===== src/rtl/gcd_job_sequencer.sv =====
// Job FIFO plus go/done initiator for the GCD controller. Operand pairs are
// issued one at a time and results are returned on a valid/ready port.
module gcd_job_sequencer #(
    parameter int WIDTH   = 8,
    parameter int DEPTH   = 4,
    parameter int TIMEOUT = 255
) (
    input  logic             clk_i,
    input  logic             rst_i,
    input  logic             job_valid_i,
    output logic             job_ready_o,
    input  logic [WIDTH-1:0] job_a_i,
    input  logic [WIDTH-1:0] job_b_i,
    output logic             go_o,
    output logic [WIDTH-1:0] op_a_o,
    output logic [WIDTH-1:0] op_b_o,
    input  logic             done_i,
    input  logic             output_en_i,
    input  logic [WIDTH-1:0] gcd_in_i,
    output logic             res_valid_o,
    input  logic             res_ready_i,
    output logic [WIDTH-1:0] res_gcd_o,
    output logic             res_err_o,
    output logic             busy_o
);

    // state    | meaning
    // S_IDLE   | waiting for a queued job and an idle engine
    // S_ISSUE  | one-cycle go pulse, timer loaded
    // S_WAIT   | waiting for output_en or timer expiry
    // S_RESULT | result offered to host until res_ready
    localparam logic [1:0] S_IDLE   = 2'd0;
    localparam logic [1:0] S_ISSUE  = 2'd1;
    localparam logic [1:0] S_WAIT   = 2'd2;
    localparam logic [1:0] S_RESULT = 2'd3;

    localparam int          PW       = $clog2(DEPTH);
    localparam logic [PW:0] CNT_FULL = (PW+1)'(DEPTH);
    localparam logic [PW:0] CNT_ONE  = (PW+1)'(1);
    localparam logic [PW-1:0] PTR_ONE = PW'(1);
    localparam logic [15:0] TMR_LOAD = 16'(TIMEOUT - 1);

    logic [WIDTH-1:0] fifo_a_q [DEPTH];
    logic [WIDTH-1:0] fifo_b_q [DEPTH];
    logic [PW-1:0]    wr_ptr_q, wr_ptr_d;
    logic [PW-1:0]    rd_ptr_q, rd_ptr_d;
    logic [PW:0]      count_q, count_d;

    logic [1:0]       state_q, state_d;
    logic [WIDTH-1:0] op_a_q, op_a_d;
    logic [WIDTH-1:0] op_b_q, op_b_d;
    logic [WIDTH-1:0] res_gcd_q, res_gcd_d;
    logic             res_err_q, res_err_d;
    logic [15:0]      tmr_q, tmr_d;

    logic             push;
    logic             pop;
    logic [WIDTH-1:0] head_a;
    logic [WIDTH-1:0] head_b;

    assign job_ready_o = (count_q != CNT_FULL);
    assign push        = job_valid_i && job_ready_o;
    assign pop         = (state_q == S_IDLE) && (count_q != '0) && done_i;
    assign head_a      = fifo_a_q[rd_ptr_q];
    assign head_b      = fifo_b_q[rd_ptr_q];

    always_ff @(posedge clk_i) begin
        if (push) begin
            fifo_a_q[wr_ptr_q] <= job_a_i;
            fifo_b_q[wr_ptr_q] <= job_b_i;
        end
    end

    always_comb begin
        wr_ptr_d = push ? wr_ptr_q + PTR_ONE : wr_ptr_q;
        rd_ptr_d = pop  ? rd_ptr_q + PTR_ONE : rd_ptr_q;
        count_d  = count_q;
        if (push && !pop) begin
            count_d = count_q + CNT_ONE;
        end else if (pop && !push) begin
            count_d = count_q - CNT_ONE;
        end
    end

    always_comb begin
        state_d   = state_q;
        op_a_d    = op_a_q;
        op_b_d    = op_b_q;
        res_gcd_d = res_gcd_q;
        res_err_d = res_err_q;
        tmr_d     = tmr_q;
        case (state_q)
            S_IDLE: begin
                if (pop) begin
                    op_a_d = head_a;
                    op_b_d = head_b;
                    // zero operands never reach the engine
                    if ((head_a == '0) || (head_b == '0)) begin
                        res_gcd_d = (head_a == '0) ? head_b : head_a;
                        res_err_d = (head_a == '0) && (head_b == '0);
                        state_d   = S_RESULT;
                    end else begin
                        state_d = S_ISSUE;
                    end
                end
            end
            S_ISSUE: begin
                tmr_d   = TMR_LOAD;
                state_d = S_WAIT;
            end
            S_WAIT: begin
                if (output_en_i) begin
                    res_gcd_d = gcd_in_i;
                    res_err_d = 1'b0;
                    state_d   = S_RESULT;
                end else if (tmr_q == '0) begin
                    res_gcd_d = '0;
                    res_err_d = 1'b1;
                    state_d   = S_RESULT;
                end else begin
                    tmr_d = tmr_q - 16'd1;
                end
            end
            S_RESULT: begin
                if (res_ready_i) begin
                    state_d = S_IDLE;
                end
            end
            default: state_d = S_IDLE;
        endcase
    end

    always_ff @(posedge clk_i) begin
        if (rst_i) begin
            wr_ptr_q  <= '0;
            rd_ptr_q  <= '0;
            count_q   <= '0;
            state_q   <= S_IDLE;
            op_a_q    <= '0;
            op_b_q    <= '0;
            res_gcd_q <= '0;
            res_err_q <= 1'b0;
            tmr_q     <= '0;
        end else begin
            wr_ptr_q  <= wr_ptr_d;
            rd_ptr_q  <= rd_ptr_d;
            count_q   <= count_d;
            state_q   <= state_d;
            op_a_q    <= op_a_d;
            op_b_q    <= op_b_d;
            res_gcd_q <= res_gcd_d;
            res_err_q <= res_err_d;
            tmr_q     <= tmr_d;
        end
    end

    assign go_o        = (state_q == S_ISSUE);
    assign op_a_o      = op_a_q;
    assign op_b_o      = op_b_q;
    assign res_valid_o = (state_q == S_RESULT);
    assign res_gcd_o   = res_gcd_q;
    assign res_err_o   = res_err_q;
    assign busy_o      = (state_q != S_IDLE) || (count_q != '0);

endmodule

===== config.mk =====
export PLATFORM = sky130hd
export DESIGN_NAME = gcd_job_sequencer
export DESIGN_NICKNAME = d
export VERILOG_FILES = /design/src/rtl/gcd_job_sequencer.sv
export SDC_FILE = /design/constraint.sdc
export NUM_CORES = 1
export LEC_CHECK = 0
export CORE_ASPECT_RATIO = 0.8
export CORE_MARGIN = 1.5
export CORE_UTILIZATION = 45
export DETAILED_ROUTE_END_ITERATION = 10
export HOLD_SLACK_MARGIN = 0.02
export PLACE_DENSITY = 0.69
export SYNTH_ARGS = -nofsm -noshare
export SYNTH_HDL_FRONTEND = slang
export SYNTH_SLANG_ARGS = --single-unit

===== constraint.sdc =====
create_clock -name clk_i -period 2.84 [get_ports clk_i]
set_clock_uncertainty 0.1 [all_clocks]
set_input_delay 0.568 -clock clk_i [delete_from_list [all_inputs] [get_ports clk_i]]
set_output_delay 0.568 -clock clk_i [all_outputs]
set_load 0.1 [all_outputs]

==> impl_metrics.yaml <==
outcome:
  status: "finished, final reports clean"
sta:
  setup-violations-final: 0
  period_needed_ns: 2.65
  hold_viol: 0
  setup_tns_ns: 0
  rsz0062_at_grt: "no"
  post-route-period-util_pct: 93.3
  slew_violations: 0
  fmax_ghz: 0.378
  worstMarginPinSlew_ns: 0.578
  max_slew_margin_pct: 61.1
global_route:
  grt_pass1_wl_microns: 17200
  first_global_vias: 3400
  antenna_found_initial: 0
  grtUsageTotal_pct: 19.4
  grt_overflow: 0
  grt_max_degree: 43
synthesis:
  ys_ff_latch: 116
  ys_seq_area_share_pct: 59.4
  synth_edf_count: 64
  async_flop_share_pct: 0
  synth_top_cell_area_share_pct: 38.5
  yosysTopAreaCell: "edfxtp_1"
  synth_area_leaders: "edfxtp_1 (39%), dfxtp_1 (21%), mux4_2 (4.1%)"
  synth_cell_type_count: 52
  syn_area_per_cell_sq_um: 12.4
  yosys_warnings: 0
  ys.flop_type: "edfxtp_1"
  syn_nets: 446
  synthCells: 404
  synth_area_sq_um: 4990
min_path:
  hold_class: "reg2reg"
route:
  routed_wl_microns: 10700
  avgViaCountPerCell: 5.40
  post_drt_wl_per_cell_microns: 17.0
  drtIter0Drc: 243
  drtPass1Iterations: 4
  drtAntennaViolNets: 0
  route.vias.total: 3411
  drc: 0
setup_path:
  crit_required_ns: 3.08
  path_class: "reg2reg"
  cp_max_fo: 16
  arrival_ns: 2.89
  start_kind: "flip-flop"
  endpoint_kind: "flip-flop"
placed_design:
  hpwl_microns: 7400
  placed_cell_area_sq_um: 5670
  port_buffers: 58
  gp_congestion: 0.887
clock_network:
  clk-insertion-delay-late_ns: 0.41
  cts_buffer_depth: 2
  cts-hold-fix-buffers: 0
  cts-resized-gates: 0
  clk_pin_slew_worst_paths_ns: 0.06
  clock-sinks: 116
  cts_setup_buffers: 0
  cts-root-buf: "clkbuf_16"
  htreeDepth: 4
  cts_buffers: 17
  cts_tree: "done"
floorplanning:
  start_util_pct: 46.0
  rows: 34
  ios: 59
  die-area_sq_um: 11700
  die_w_microns: 121
  core_sq_um: 10800
  dieHeight_microns: 97.2
layout:
  stdcell_area_sq_um: 6230
  drive_gt1_share_pct: 20.1
  n_antenna_cell: 0
  fin_nets: 517
  fin_util_pct: 57.4
  areaGrowthSynthToFinish_pct: 24.7
power_and_ir_drop:
  power_density_nw_per_um2: 1220
  p_leak_nw: 2.28
  ir_drop_uv: 539
job:
  maxCapViolCount: 0
[cells in the mapped netlist (all sizes together) (2+ instances only)]
library cell,instances
xnor2,2
xor2,9
a311oi,3
o2111ai,5
o21a,4
mux4,16
o21ai,13
a211o,4
buf,9
mux2i,3
ha,11
nor3,6
clkinv,2
nand2b,3
o211ai,2
nand2,51
edfxtp,64
nor4,8
a31oi,7
nor2,24
or4,2
clkbuf,13
inv,11
a41o,2
dfxtp,52
or3,9
and3,9
a21oi,36
and2,2
nor3b,2
nand3,8
[report_power, final]
part | switching [mW] | internal (mW)
Combinational | 2.21 | 1.03
Clock | 0.781 | 1.20
Sequential | 0.237 | 2.12
Total | 3.23 | 4.35
[worst max-delay path, stage by stage (launching register included)]
cell and delay [ns]:
dfxtp_1 0.36, buf_12 0.18, mux4_1 0.62, nor4_1 0.38, and2_1 0.35, a31oi_1 0.12, or3_1 0.34, a21oi_1 0.13
[cell families after synthesis]
family	after synthesis	synth area share, %
flip-flops	116	59.4
AND/OR/NAND/NOR	127	12.6
XOR/XNOR	11	1.93
AO/OA/AOI/OAI	82	10.3
multiplexers	19	8.35
buffers and inverters	37	4.26
adder cells (fa/ha/maj)	12	3.16
[layer usage]
layer	vias to the layer above	global-route usage [%]	part of all wire, %
li1	1644	-	-
met1	1673	26.2	46
met2	76	29.5	47
met3	18	5.40	4.8
met4	0	8.24	1.5
met5	-	0	0
[sequential cells by signal, summed over array words and instances (netlist names), named ones only]
register,count
fifo_b_q,32
rd_ptr_q,2
state_q,2
fifo_a_q,32
wr_ptr_q,2
res_gcd_o,8
count_q,3
res_err_o,1
op_b_o,8
op_a_o,8
tmr_q,16
[final cells by class]
| type | instances | area (sq um) |
|---|---|---|
| flip-flops and latches | 116 | 2960 |
| multi-input cells | 251 | 1820 |
| clock buffers | 17 | 425 |
| fillers | 912 | 4620 |
| repair buffers | 76 | 656 |
| inverters | 13 | 48.8 |
| well taps | 144 | 180 |
| clock inverters | 15 | 134 |
[path summary, 6_finish.rpt]
check	from	end	slack, ns	depth (start not counted)
setup / recovery	flip-flop	res_gcd_o[4]	0.19	7
hold / removal	op_b_o[5]	op_b_o[5]	0.36	2
setup reg to reg	flip-flop	res_gcd_o[4]	0.19	7
hold reg to reg	op_b_o[5]	op_b_o[5]	0.36	2
[layout by cell type, fill, tap and decap left out, drive strengths merged, types with 3 or more instances in the layout]
cell / synthesis / routed
buf: 9 / 47
nand3: 8 / 8
nor4: 8 / 8
edfxtp: 64 / 64
ha: 11 / 11
a21oi: 36 / 36
nor2: 24 / 24
and3: 9 / 9
nand2b: 3 / 3
a211o: 4 / 4
o2111ai: 5 / 5
clkdlybuf4s50: 0 / 29
clkinv: 2 / 10
a31oi: 7 / 7
or3: 9 / 9
inv: 11 / 13
o21a: 4 / 4
xor2: 9 / 9
o21ai: 13 / 13
clkbuf: 13 / 17
mux2i: 3 / 3
nand2: 51 / 51
mux4: 16 / 16
a311oi: 3 / 3
nor3: 6 / 6
clkinvlp: 0 / 4
dfxtp: 52 / 52
[metrics by stage]
stage / hold WS, ns / power [mW] / instances / setup WS [ns]
final: 0.359 / 7.58 / 632 / 0.191
after global routing: 0.378 / 7.97 / 632 / 0.0641
after CTS: 0.360 / 7.61 / 632 / 0.205
after detailed placement: 0.350 / 5.62 / 600 / 0.121
after global placement: 0.346 / 5.56 / 600 / 0.186
after floorplan: 0.359 / 4.89 / 404 / 0.159
No activity file was read; power rests on OpenSTA's default activity.
